$ cat src/rtl/star_raster_scanner.sv
// Raster scanner feeding the star top/bottom finder; reports pixels above THRESHOLD.
// Optional STAR_RUN_SKIP_EN: one report per horizontal bright run.
module star_raster_scanner #(
   parameter int X_SZ      = 3,
   parameter int Y_SZ      = 3,
   parameter int ADDR_SZ   = 6,
   parameter int COL_SZ    = 3,
   parameter int WIDTH     = 6,
   parameter int HEIGHT    = 6,
   parameter int THRESHOLD = 0
) (
   input  logic               clk,
   input  logic               reset,
   input  logic               start,
   input  logic               trace_done,
   input  logic [COL_SZ-1:0]  pix_val,
   output logic [ADDR_SZ-1:0] mem_address,
   output logic [X_SZ-1:0]    x_out,
   output logic [Y_SZ-1:0]    y_out,
   output logic               star_found,
   output logic               star_foundn,
   output logic               busy,
   output logic               frame_done
);

   typedef enum logic [2:0] {
      S_IDLE,
      S_READ,
      S_COMPARE,
      S_FOUND,
      S_DONE
   } state_t;

   state_t            r_state;
   state_t            w_next;
   logic [X_SZ-1:0]   r_x;
   logic [Y_SZ-1:0]   r_y;
   logic [X_SZ-1:0]   r_x_out;
   logic [Y_SZ-1:0]   r_y_out;
   logic              r_was_found;
   logic              w_adv;
   logic              w_clr;
   logic              w_latch;
   logic              w_xmax;
   logic              w_last;
   logic              w_bright;
   logic              w_skip;

   assign w_xmax   = (r_x == X_SZ'(WIDTH - 1));
   assign w_last   = w_xmax && (r_y == Y_SZ'(HEIGHT - 1));
   assign w_bright = (pix_val > COL_SZ'(THRESHOLD));

`ifdef STAR_RUN_SKIP_EN
   logic r_skip;

   // A run ends on a dim pixel or at the row edge; the wrap clears it too.
   always_ff @(posedge clk) begin
      if (reset || w_clr) begin
         r_skip <= 1'b0;
      end else if (r_state == S_FOUND && trace_done) begin
         r_skip <= !w_xmax;
      end else if (r_state == S_COMPARE && (!w_bright || w_xmax)) begin
         r_skip <= 1'b0;
      end
   end

   assign w_skip = r_skip;
`else
   assign w_skip = 1'b0;
`endif

   always_ff @(posedge clk) begin
      if (reset) begin
         r_state <= S_IDLE;
      end else begin
         r_state <= w_next;
      end
   end

   always_comb begin
      w_next  = r_state;
      w_adv   = 1'b0;
      w_clr   = 1'b0;
      w_latch = 1'b0;
      unique case (r_state)
         S_IDLE, S_DONE: begin
            if (start) begin
               w_clr  = 1'b1;
               w_next = S_READ;
            end
         end
         S_READ: begin
            w_next = S_COMPARE;
         end
         S_COMPARE: begin
            if (w_bright && !w_skip) begin
               w_latch = 1'b1;
               w_next  = S_FOUND;
            end else if (w_last) begin
               w_next = S_DONE;
            end else begin
               w_adv  = 1'b1;
               w_next = S_READ;
            end
         end
         S_FOUND: begin
            if (trace_done) begin
               if (w_last) begin
                  w_next = S_DONE;
               end else begin
                  w_adv  = 1'b1;
                  w_next = S_READ;
               end
            end
         end
         default: begin
            w_next = S_IDLE;
         end
      endcase
   end

   always_ff @(posedge clk) begin
      if (reset || w_clr) begin
         r_x <= '0;
         r_y <= '0;
      end else if (w_adv) begin
         if (w_xmax) begin
            r_x <= '0;
            r_y <= r_y + Y_SZ'(1);
         end else begin
            r_x <= r_x + X_SZ'(1);
         end
      end
   end

   always_ff @(posedge clk) begin
      if (reset) begin
         r_x_out     <= '0;
         r_y_out     <= '0;
         r_was_found <= 1'b0;
      end else begin
         r_was_found <= (r_state == S_FOUND);
         if (w_latch) begin
            r_x_out <= r_x;
            r_y_out <= r_y;
         end
      end
   end

   assign mem_address = ADDR_SZ'(r_y) * ADDR_SZ'(WIDTH) + ADDR_SZ'(r_x);
   assign x_out       = r_x_out;
   assign y_out       = r_y_out;
   assign star_found  = (r_state == S_FOUND);
   // Low only on the entry cycle of FOUND to restart the finder.
   assign star_foundn = !((r_state == S_FOUND) && !r_was_found);
   assign busy        = (r_state == S_READ) || (r_state == S_COMPARE) ||
                        (r_state == S_FOUND);
   assign frame_done  = (r_state == S_DONE);

endmodule

$ cat config.mk
export PLATFORM = sky130hd
export DESIGN_NAME = star_raster_scanner
export DESIGN_NICKNAME = d
export VERILOG_FILES = /design/src/rtl/star_raster_scanner.sv
export SDC_FILE = /design/constraint.sdc
export NUM_CORES = 1
export LEC_CHECK = 0
export BUFFER_PORTS_ARGS = -buffer_cell sky130_fd_sc_hd__clkbuf_2
export CORE_MARGIN = 2
export CORE_UTILIZATION = 30
export CTS_CLUSTER_SIZE = 40
export DETAILED_ROUTE_END_ITERATION = 16
export GPL_TIMING_DRIVEN = 0
export PLACE_DENSITY = 0.57
export SYNTH_ARGS = -nofsm -noshare
export SYNTH_HDL_FRONTEND = slang
export SYNTH_SLANG_ARGS = --single-unit
$ cat constraint.sdc
create_clock -name clk -period 1.75 [get_ports clk]
set_clock_uncertainty 0.05 [all_clocks]
set_input_delay 0.0875 -clock clk [delete_from_list [all_inputs] [get_ports clk]]
set_output_delay 0.0875 -clock clk [all_outputs]
set_load 0.02 [all_outputs]
# Yosys cells after proc, flatten, opt, wreduce, memory -nomap -nowiden
# Index checks and enable logic that the tools add are counted.
# W data, S select, Z words.
totals:
  register_bits: 16
  latchBits: 0
  ramBits: 0
  rom_bits: 0
  out_inout_bits: 16
  n_memories: 0
classes:
  addsub: 3
  multipliers: 1
  div: 0
  order_cmp: 1
  eq_ne: 8
  shift: 0
  muxes: 14
  n_bitwise: 0
  n_reduce_logical: 11
ops:
  columns: ["operator", "count"]
  rows:
  - ["$mux W3", 5]
  - ["$pmux W3 S4", 1]
  - ["$eq A3 B3 Y1 const B", 3]
  - ["$mux W1", 7]
  - ["$add A3 B1 Y3 const B", 2]
  - ["$add A6 B3 Y6", 1]
  - ["$eq A3 B2 Y1 const B", 2]
  - ["$mul A3 B2 Y5 const B", 1]
  - ["$ne A2 B2 Y1 const B", 2]
  - ["$reduce_and A2 Y1", 2]
  - ["$eq A3 B1 Y1 const B", 1]
  - ["$gt A3 B1 Y1 const B", 1]
  - ["$logic_not A3 Y1", 1]
  - ["$logic_or A1 B1 Y1", 3]
  - ["$logic_and A1 B1 Y1", 2]
  - ["$logic_not A1 Y1", 2]
  - ["$pmux W1 S2", 1]
  - ["$reduce_or A2 Y1", 1]

# Longest topological paths before layout
# Gate-level depths: netlist of run 1.
depth:
  depth_word: 6
  ltp_mapped: 7
  depth_no_buf: 7

# Worst setup path before layout of run 1
# Ideal clock, no wire load.
synth_timing:
  path_type: "reg2out"
  from: "register r_y[1]"
  to: "output mem_address[4]"
  t_arrival_ns: 1.645
  slack_ns: -0.033
  stages_incl_launch_ff: 8
  n_path_buf: 0
  path_cell_list: "dfxtp_1 inv_1 ha_1 inv_1 ha_1 a21oi_1 nor2b_1 xnor2_1"
synth_via:
  elab_chain_cells: 2
synth_lines:
  columns: ["item", "line_no", "text"]
  rows:
  - ["from (decl)", "37", "logic [Y_SZ-1:0] r_y;"]
  - ["from (signal assigned)", "129", "r_y <= r_y + Y_SZ'(1);"]
  - ["$mul A3 B2 Y5", "150", "assign mem_address = ADDR_SZ'(r_y) * ADDR_SZ'(WIDTH) + ADDR_SZ'(r_x);"]
  - ["$add A6 B3 Y6", "150", null]
  - ["to (decl)", "17", "output logic [ADDR_SZ-1:0] mem_address,"]
# Every way passes these cells.

# Worst setup path after layout of run 1
# Ends and elaborated chain as after synthesis.

==> results.md, run 1 <==
Outcome:
- The flow ran to the end, but the final reports show violations.
- The checks that failed: negative setup slack.

Worst setup path:
- STA puts the critical path data arrival time at 1.82 ns.
- The delay contributed by the slowest stage of the critical path is 0.57 ns.
- The slowest cell on the critical path is fa_1.
- STA classifies the critical path startpoint as a register.
- In this run the worst path has a maximum fanout of 4.
- The required time reported for the critical path endpoint is 1.61 ns.
- STA classifies the critical path endpoint as a primary output.
- The critical path in this run is classified as register to primary output.
- The signal on the critical path passes through buf_6 > fa_1 > nor2b_4 > xnor2_2 > clkbuf_8.

Die:
- Measured along the x axis, the die boundary spans 59.6 microns.
- In this run the standard cell core region covers 0.00300 sq mm.
- The vertical die dimension is 59.6 microns.
- The floorplan has 20 rows.
- The die covers 0.00356 sq mm.
- For this configuration, the core starts out at a cell density of 30.9%.
- The number of ports placed on the die boundary is 23.

Finish:
- After the last flow step, the layout net total stands at 146.
- The number of antenna repair diodes is 0.
- The final core area utilization is 43.3%.
- Compared with the post-synthesis result, the final layout area differs by 40.0%.
- Of the cells placed in the final design, the portion with a size suffix greater than 1 is 43.1%.
- The total of fill cells in the finished design is 299.

STA:
- The max-slew violation total from the final report is 0.
- Setup repair after global routing could not meet its margin everywhere.
- The share of the cycle needed by the critical path after routing is 112%.
- The worst path in the final design needs a cycle of 1.96 ns, including I/O delays and setup.
- Static timing analysis puts the maximum clock frequency at 511 MHz.
- The worst relative slew slack is 69.6%.
- Setup violations remaining at the end of the flow were counted as 4.
- Once routing completed, OpenROAD measured the worst setup slack at -0.206 ns.
- The final hold violation count came to 0.
- The transition time at the pin with the least slew margin is 0.455 ns.

Drt:
- The first-iteration detailed-routing DRC count is 11.
- For this run, design rule violations remaining after detail routing come to 0.
- The average wire per cell in the routed design is 12.0 microns.
- The routed layout has 811 vias.
- The first detailed-routing pass ran for 4 iterations.
- The via density per instance is 4.98.
- After detailed routing, the total wire length is 1.96 mm.
- The number of nets with antenna violations after detailed routing is 0.

Clock tree:
- Clock tree synthesis inserted a total of 3 buffers.
- In this run the number of H-tree levels came out at 1.
- The clock tree buffer depth is 2.
- The hold buffer count at CTS is 0.
- The clock latency reported for the late side of the worst-skew pair is 0.28 ns.
- The clock sink total is 16.
- The clock root buffer is clkbuf_4.
- The TritonCTS clock tree is yes.
- After clock tree synthesis, the clock-pin slew on the worst setup and hold paths is 0.09 ns.

Power and ir drop:
- The switching power total is 0.000327 W.
- Total power for the finished layout comes to 0.000948 W.
- Per report_power, the clock group accounts for 25.6% of the total.
- Sequential cells burn 42.6% of the power.
- The power density over the cells is 729 mW/mm^2.
- The internal power contribution is 0.000622 W.
- The switching portion of total power is 34.4%.
- The analysis attributes to cell leakage a power of 0.536 nW.
- The worst vdd rail ir drop is 0.388 mV.
- The power share of the combinational group is 31.8%.

Global route:
- Global routing consumed, on the met2 layer, 19.9% of the routing resources.
- The number of antenna violations at the first check in global routing was 0.
- The via count of the first global-routing pass came to 705.
- For this run, global-route usage on met3 was measured as 3.93%.
- The first global-routing pass estimated 3.19 mm of wire.
- The met1 track demand over resource in global routing is 15.0%.
- The layer flagged by global routing as most heavily used is met2.
- The total congestion overflow after global routing is 0.
- The global routing usage summed across all routing layers is 12.1%.
- Entering global routing, the biggest net connects 11 pins.

Synthesis:
- The number of enable flip-flop cells after synthesis is 0.
- The synthesized area per cell is 9.57 sq um.
- Among all cell types in the netlist, the one instantiated most often is dfxtp_1.
- The most used flip-flop cell after synthesis is dfxtp_1.
- The share of synthesized area occupied by flip-flops and latches is 34.5%.
- The most area-hungry cell type in the Yosys netlist is dfxtp_1.
- The number of warning messages in the yosys log is 0.
- The synthesis-stage register bit count is 16.
- The synthesized instance count is 97.
- The post-synthesis instance area is 928 sq um.
- After synthesis, the share of flip-flops with an asynchronous set or reset is 0%.
- In this run, distinct cell masters in the synthesized netlist total 33.
- After synthesis, the most frequently instantiated cells are dfxtp_1 (16), nor2_1 (10), a21oi_1 (8).
- Yosys attributes the largest share of cell area to dfxtp_1 (35%), ha_1 (8.1%), mux2i_1 (6.5%).
- Counting every net in the synthesized netlist gives 112.
- The share of synthesized area in the top cell type comes to 34.5%.

Hold path:
- The tightest min-delay check is of the input port to register type.

Placement:
- The final weighted congestion in routability-driven placement is 0.736.
- After legalization and detailed placement, the total HPWL measured 1.42 mm.
- The number of port buffers is 22.

Flow run:
- The tool flagged a number of max-cap violations equal to 0.
[worst max-delay path: cells and delay by family (launching register included)]
| family | cells | cell delay [ns] |
|---|---|---|
| flip-flops | 1 | 0.38 |
| adder cells (fa/ha/maj) | 1 | 0.57 |
| AND/OR/NAND/NOR | 1 | 0.17 |
| XOR/XNOR | 1 | 0.12 |
| buffers and inverters | 2 | 0.28 |
[layout by cell type, fill, tap and decap left out, types with 2 or more instances in the layout]
| cell type | synthesis | layout |
|---|---|---|
| ha_4 | 0 | 3 |
| dfxtp_4 | 0 | 2 |
| nand2_1 | 3 | 2 |
| clkbuf_2 | 0 | 18 |
| xnor2_2 | 0 | 2 |
| inv_1 | 4 | 2 |
| nor2_1 | 10 | 10 |
| clkbuf_8 | 0 | 3 |
| ha_1 | 6 | 3 |
| nand3_1 | 3 | 3 |
| a21o_1 | 2 | 2 |
| a21oi_1 | 8 | 7 |
| o41ai_1 | 2 | 2 |
| clkbuf_4 | 0 | 3 |
| mux2i_1 | 6 | 6 |
| o21ai_0 | 5 | 5 |
| inv_4 | 0 | 2 |
| dfxtp_1 | 16 | 13 |
| or3_1 | 3 | 3 |
| nand2b_1 | 3 | 3 |
| buf_4 | 1 | 8 |
| nor3_4 | 2 | 2 |
| nand3b_1 | 2 | 2 |
[sequential cells by signal (all words and copies together), names as in the netlist]
register	count
r_was_found	1
y_out	3
x_out	3
r_y	3
r_x	3
r_state	3
[path summary, 6_finish.rpt]
kind	start	to	slack [ns]	cells past startpoint
max	r_y[1]	mem_address[4]	-0.21	5
min	trace_done	r_state[1]	0.07	4
max reg2reg	r_x[0]	r_state[0]	0.17	4
min reg2reg	y_out[2]	y_out[2]	0.45	2
[cells by family after synthesis]
logic type | after synthesis | share of synthesized area [%]
multiplexers | 6 | 6.47
adder cells (fa/ha/maj) | 8 | 12.4
flip-flops | 16 | 34.5
buffers and inverters | 7 | 3.37
AND/OR/NAND/NOR | 35 | 23.3
AO/OA/AOI/OAI | 21 | 16.2
XOR/XNOR | 4 | 3.77
[repair_timing]
action,4_1_cts,5_1_grt
endpoints found under the setup margin,4,5
setup buffers,6,1
pin swaps,8,6
resized for setup,25,5
[metrics by stage]
step | setup TNS, ns | instance area [sq um] | setup WS, ns | instances | hold slack [ns]
floorplan | 0 | 943 | 0.0121 | 97 | 0.219
global placement | -0.415 | 1090 | -0.166 | 152 | 0.359
detailed placement | -0.517 | 1090 | -0.188 | 152 | 0.374
CTS | -0.710 | 1280 | -0.240 | 162 | 0.0644
global route | -0.887 | 1300 | -0.263 | 163 | 0.0856
finish | -0.634 | 1300 | -0.206 | 163 | 0.0687
[per-layer routing]
| layer | share of wire (%) | vias to the layer above |
|---|---|---|
| met3 | 3.7 | 2 |
| met2 | 52 | 15 |
| met4 | 1.1 | 0 |
| met1 | 43 | 386 |
| met5 | 0 | - |
| li1 | - | 408 |
[power groups by stage]
stage          logic [W]  registers, W  clock network (W)
2_1_floorplan   0.000237      0.000410                  0
3_3_place_gp    0.000301      0.000415                  0
3_5_place_dp    0.000304      0.000415                  0
4_1_cts         0.000305      0.000404           0.000247
5_1_grt         0.000340      0.000408           0.000259
6_report        0.000302      0.000404           0.000243
[area by class of cell]
class                      instances  area (sq um)  share of cell area (%)
buffer                             3          16.3                    1.25
inverter                           4          20.0                    1.54
timing repair buffer              29           196                    15.1
sequential                        16           329                    25.3
clock buffer                       4          36.3                    2.79
multi-input combinational         74           661                    50.8
tap                               33          41.3                    3.18
No activity file was read; power rests on OpenSTA's default activity.
==> run 2: changes to the inputs <==
Clock period 1.75 ns to 1.8 ns, I/O delays scaled along.
==> run 2 against run 1 <==
Effect of this change:
- the flow still finishes with violations (negative setup slack)
- first-iteration DRC count shrank 18%
- critical path depth is the same
- sequential power shrank 3%
- global-route usage is essentially flat
- die area is the same
- clock power shrank 23%
- combinational power shrank 2%
- total power shrank 7.5%
- non-clock buffer count shrank 4
- via count shrank 2.8%
- cell count shrank 3.1%
- critical path type unchanged
==> results.md, run 2 (synthesis gave the netlist of run 1 again) <==
STA:
- Setup violations remaining at the end of the flow were counted as 4.
- The final hold violation count is 0.
- The transition time at the pin with the least slew margin is 0.470 ns.
- Static timing analysis puts the maximum clock frequency at 521 MHz.
- Setup repair after global routing could not meet its margin everywhere.
- The max-slew violation total from the final report was 0.
- The final critical path takes up 107% of the cycle.
- The worst relative slew slack is 68.6%.
- The minimum clock period after layout is 1.92 ns.
- After layout, the worst setup slack is -0.120 ns.

Worst setup path:
- The maximum fanout encountered on the critical timing path is 4.
- The startpoint type of the worst setup path is a register.
- The critical path endpoint category is a primary output.
- The critical path starts at r_y[1].
- Setup slack on the worst reg-to-reg path comes out at 0.22 ns.
- At the worst endpoint, the required time is 1.66 ns.
- The arrival time of data at the critical path endpoint is 1.78 ns.
- The startpoint identified for the worst register-to-register timing path is r_y[1].
- The critical path in this run is classified as register to primary output.
- For the worst flop-to-flop path, the logic depth is 6.

Finish:
- Leaving out fill and tap cells, the most frequent cell in the layout is clkbuf_2.
- The library cells used most frequently in the layout, excluding fill and tap cells, are clkbuf_2 (18), dfxtp_1 (14), nor2_1 (10).
- After routing the design area is 0.00123 sq mm.
- The area growth from synthesis to layout is 32.7%.
- The count of nets after finishing is 142.
- The number of antenna diodes in the final layout is 0.
- The post-route netlist has 40.0% of its cells at a drive strength greater than 1.

Global route:
- Global routing finished with a remaining overflow of 0.
- The largest net degree at the start of global routing is 11.
- The first global-routing pass estimated 3.15 mm of wire.
- The number of antenna violations at the first check in global routing came to 0.
- Global routing used 12.2% of the available tracks across all layers.
- The via count of the first global-routing pass is 672.

Power and ir drop:
- In this run the power density over the cells is 712 mW/mm^2.
- The worst vdd rail ir drop is 0.427 mV.
- The total leakage power is 0.513 nW.

Drt:
- The via density per instance is 4.99.
- For this block, the via count after detailed routing is 788.
- The iteration count of the initial detailed-routing pass is 4.
- For this run, design rule violations remaining after detail routing come to 0.
- The average wire per cell in the routed design is 12.4 microns.
- The final wirelength is 1.96 mm.
- After the first detailed-routing iteration, the DRC count stood at 9.
- In this run the remaining antenna-violating nets after routing total 0.

Outcome:
- The run finished, with violations left.
- The final reports fail on negative setup slack.

Placement:
- The number of port buffers is 22.
- Routability-driven placement finished with a final weighted congestion of 0.771.
- The post-detailed-placement cell area is 0.00108 sq mm.
- The estimated wirelength of the detail-placed design is 1.45 mm.
- The worst setup timing slack at the placement stage is -0.118 ns.

Die:
- The die covers 0.00356 sq mm.
- Measured along the x axis, the die boundary spans 59.6 microns.
- The initial utilization of the core area, before any placement, comes to 30.9%.
- In this run the core area contains 20 standard-cell rows.
- The vertical die dimension is 59.6 microns.
- During I/O placement, the number of pins put on the boundary was 23.
- The area of the placeable core is 0.00300 sq mm.

Clock tree:
- The CTS H-tree depth is 1.
- The clock transition at the registers of the reported paths is 0.09 ns.
- The TritonCTS clock tree is yes.
- Counting along the longest clock path gives a buffer depth of 2.
- The cell sitting at the root of the clock tree is a clkbuf_4.
- The clock latency reported for the late side of the worst-skew pair is 0.28 ns.
- Clock tree synthesis inserted a total of 3 buffers.
- The clock sink total is 16.

Flow run:
- Across the run, the number of max-cap violations was 0.

Hold path:
- The number of stages on the worst hold path is 3.
- The beginning of the worst hold path is start.
- The path class of the lowest-slack min-delay path is input port to register.
-- run 2: layout make-up --
cell class / instances / area, sq um
Multi-Input combinational cell: 74 / 656
Inverter: 4 / 15.0
Clock buffer: 3 / 22.5
Tap cell: 33 / 41.3
Timing Repair Buffer: 25 / 154
Buffer: 3 / 16.3
Fill cell: 326 / 1770
Sequential cell: 16 / 328
-- run 2: what timing repair did --
action,CTS,global route
setup endpoints to repair,4,4
hold buffers,0,0
buffers inserted,3,0
pin swaps,4,5
resized for setup,21,8
-- run 2: critical path, stage by stage, from the launching register on --
cell	delay, ns
dfxtp_4	0.38
buf_6	0.12
fa_1	0.57
nor2b_4	0.17
xnor2_2	0.11
buf_4	0.15
-- run 2: power breakdown --
group / leakage, nW / total, W / internal, W / switching (W)
Clock: 0.0138 / 0.000188 / 0.0000777 / 0.000110
Sequential: 0.131 / 0.000393 / 0.000374 / 0.0000194
Combinational: 0.368 / 0.000296 / 0.000108 / 0.000188
-- run 2: path summary, 6_finish.rpt --
path | endpoint
hold reg to reg | y_out[0]
hold / removal | r_state[2]
setup / recovery | mem_address[4]
setup reg to reg | r_state[0]
-- run 2: routing by layer --
metal	vias to the layer above	global-route usage (%)	part of all wire [%]	routed length, microns
met4	0	7.62	1.4	27
met1	366	16.8	45	882
met5	-	0	0	0
met2	23	17.4	48	941
met3	2	1.97	5.3	104
li1	397	-	-	-
-- run 2: stage by stage --
step	hold slack, ns	power (W)	cells	setup TNS (ns)	utilization (%)
after floorplan	0.222	0.000629	97	0	-
after global placement	0.356	0.000695	152	-0.163	36.0
after detailed placement	0.363	0.000702	152	-0.306	36.0
after CTS	0.0526	0.000891	158	-0.565	40.3
after global routing	0.0626	0.000945	158	-0.678	41.0
final	0.0643	0.000877	158	-0.327	41.0
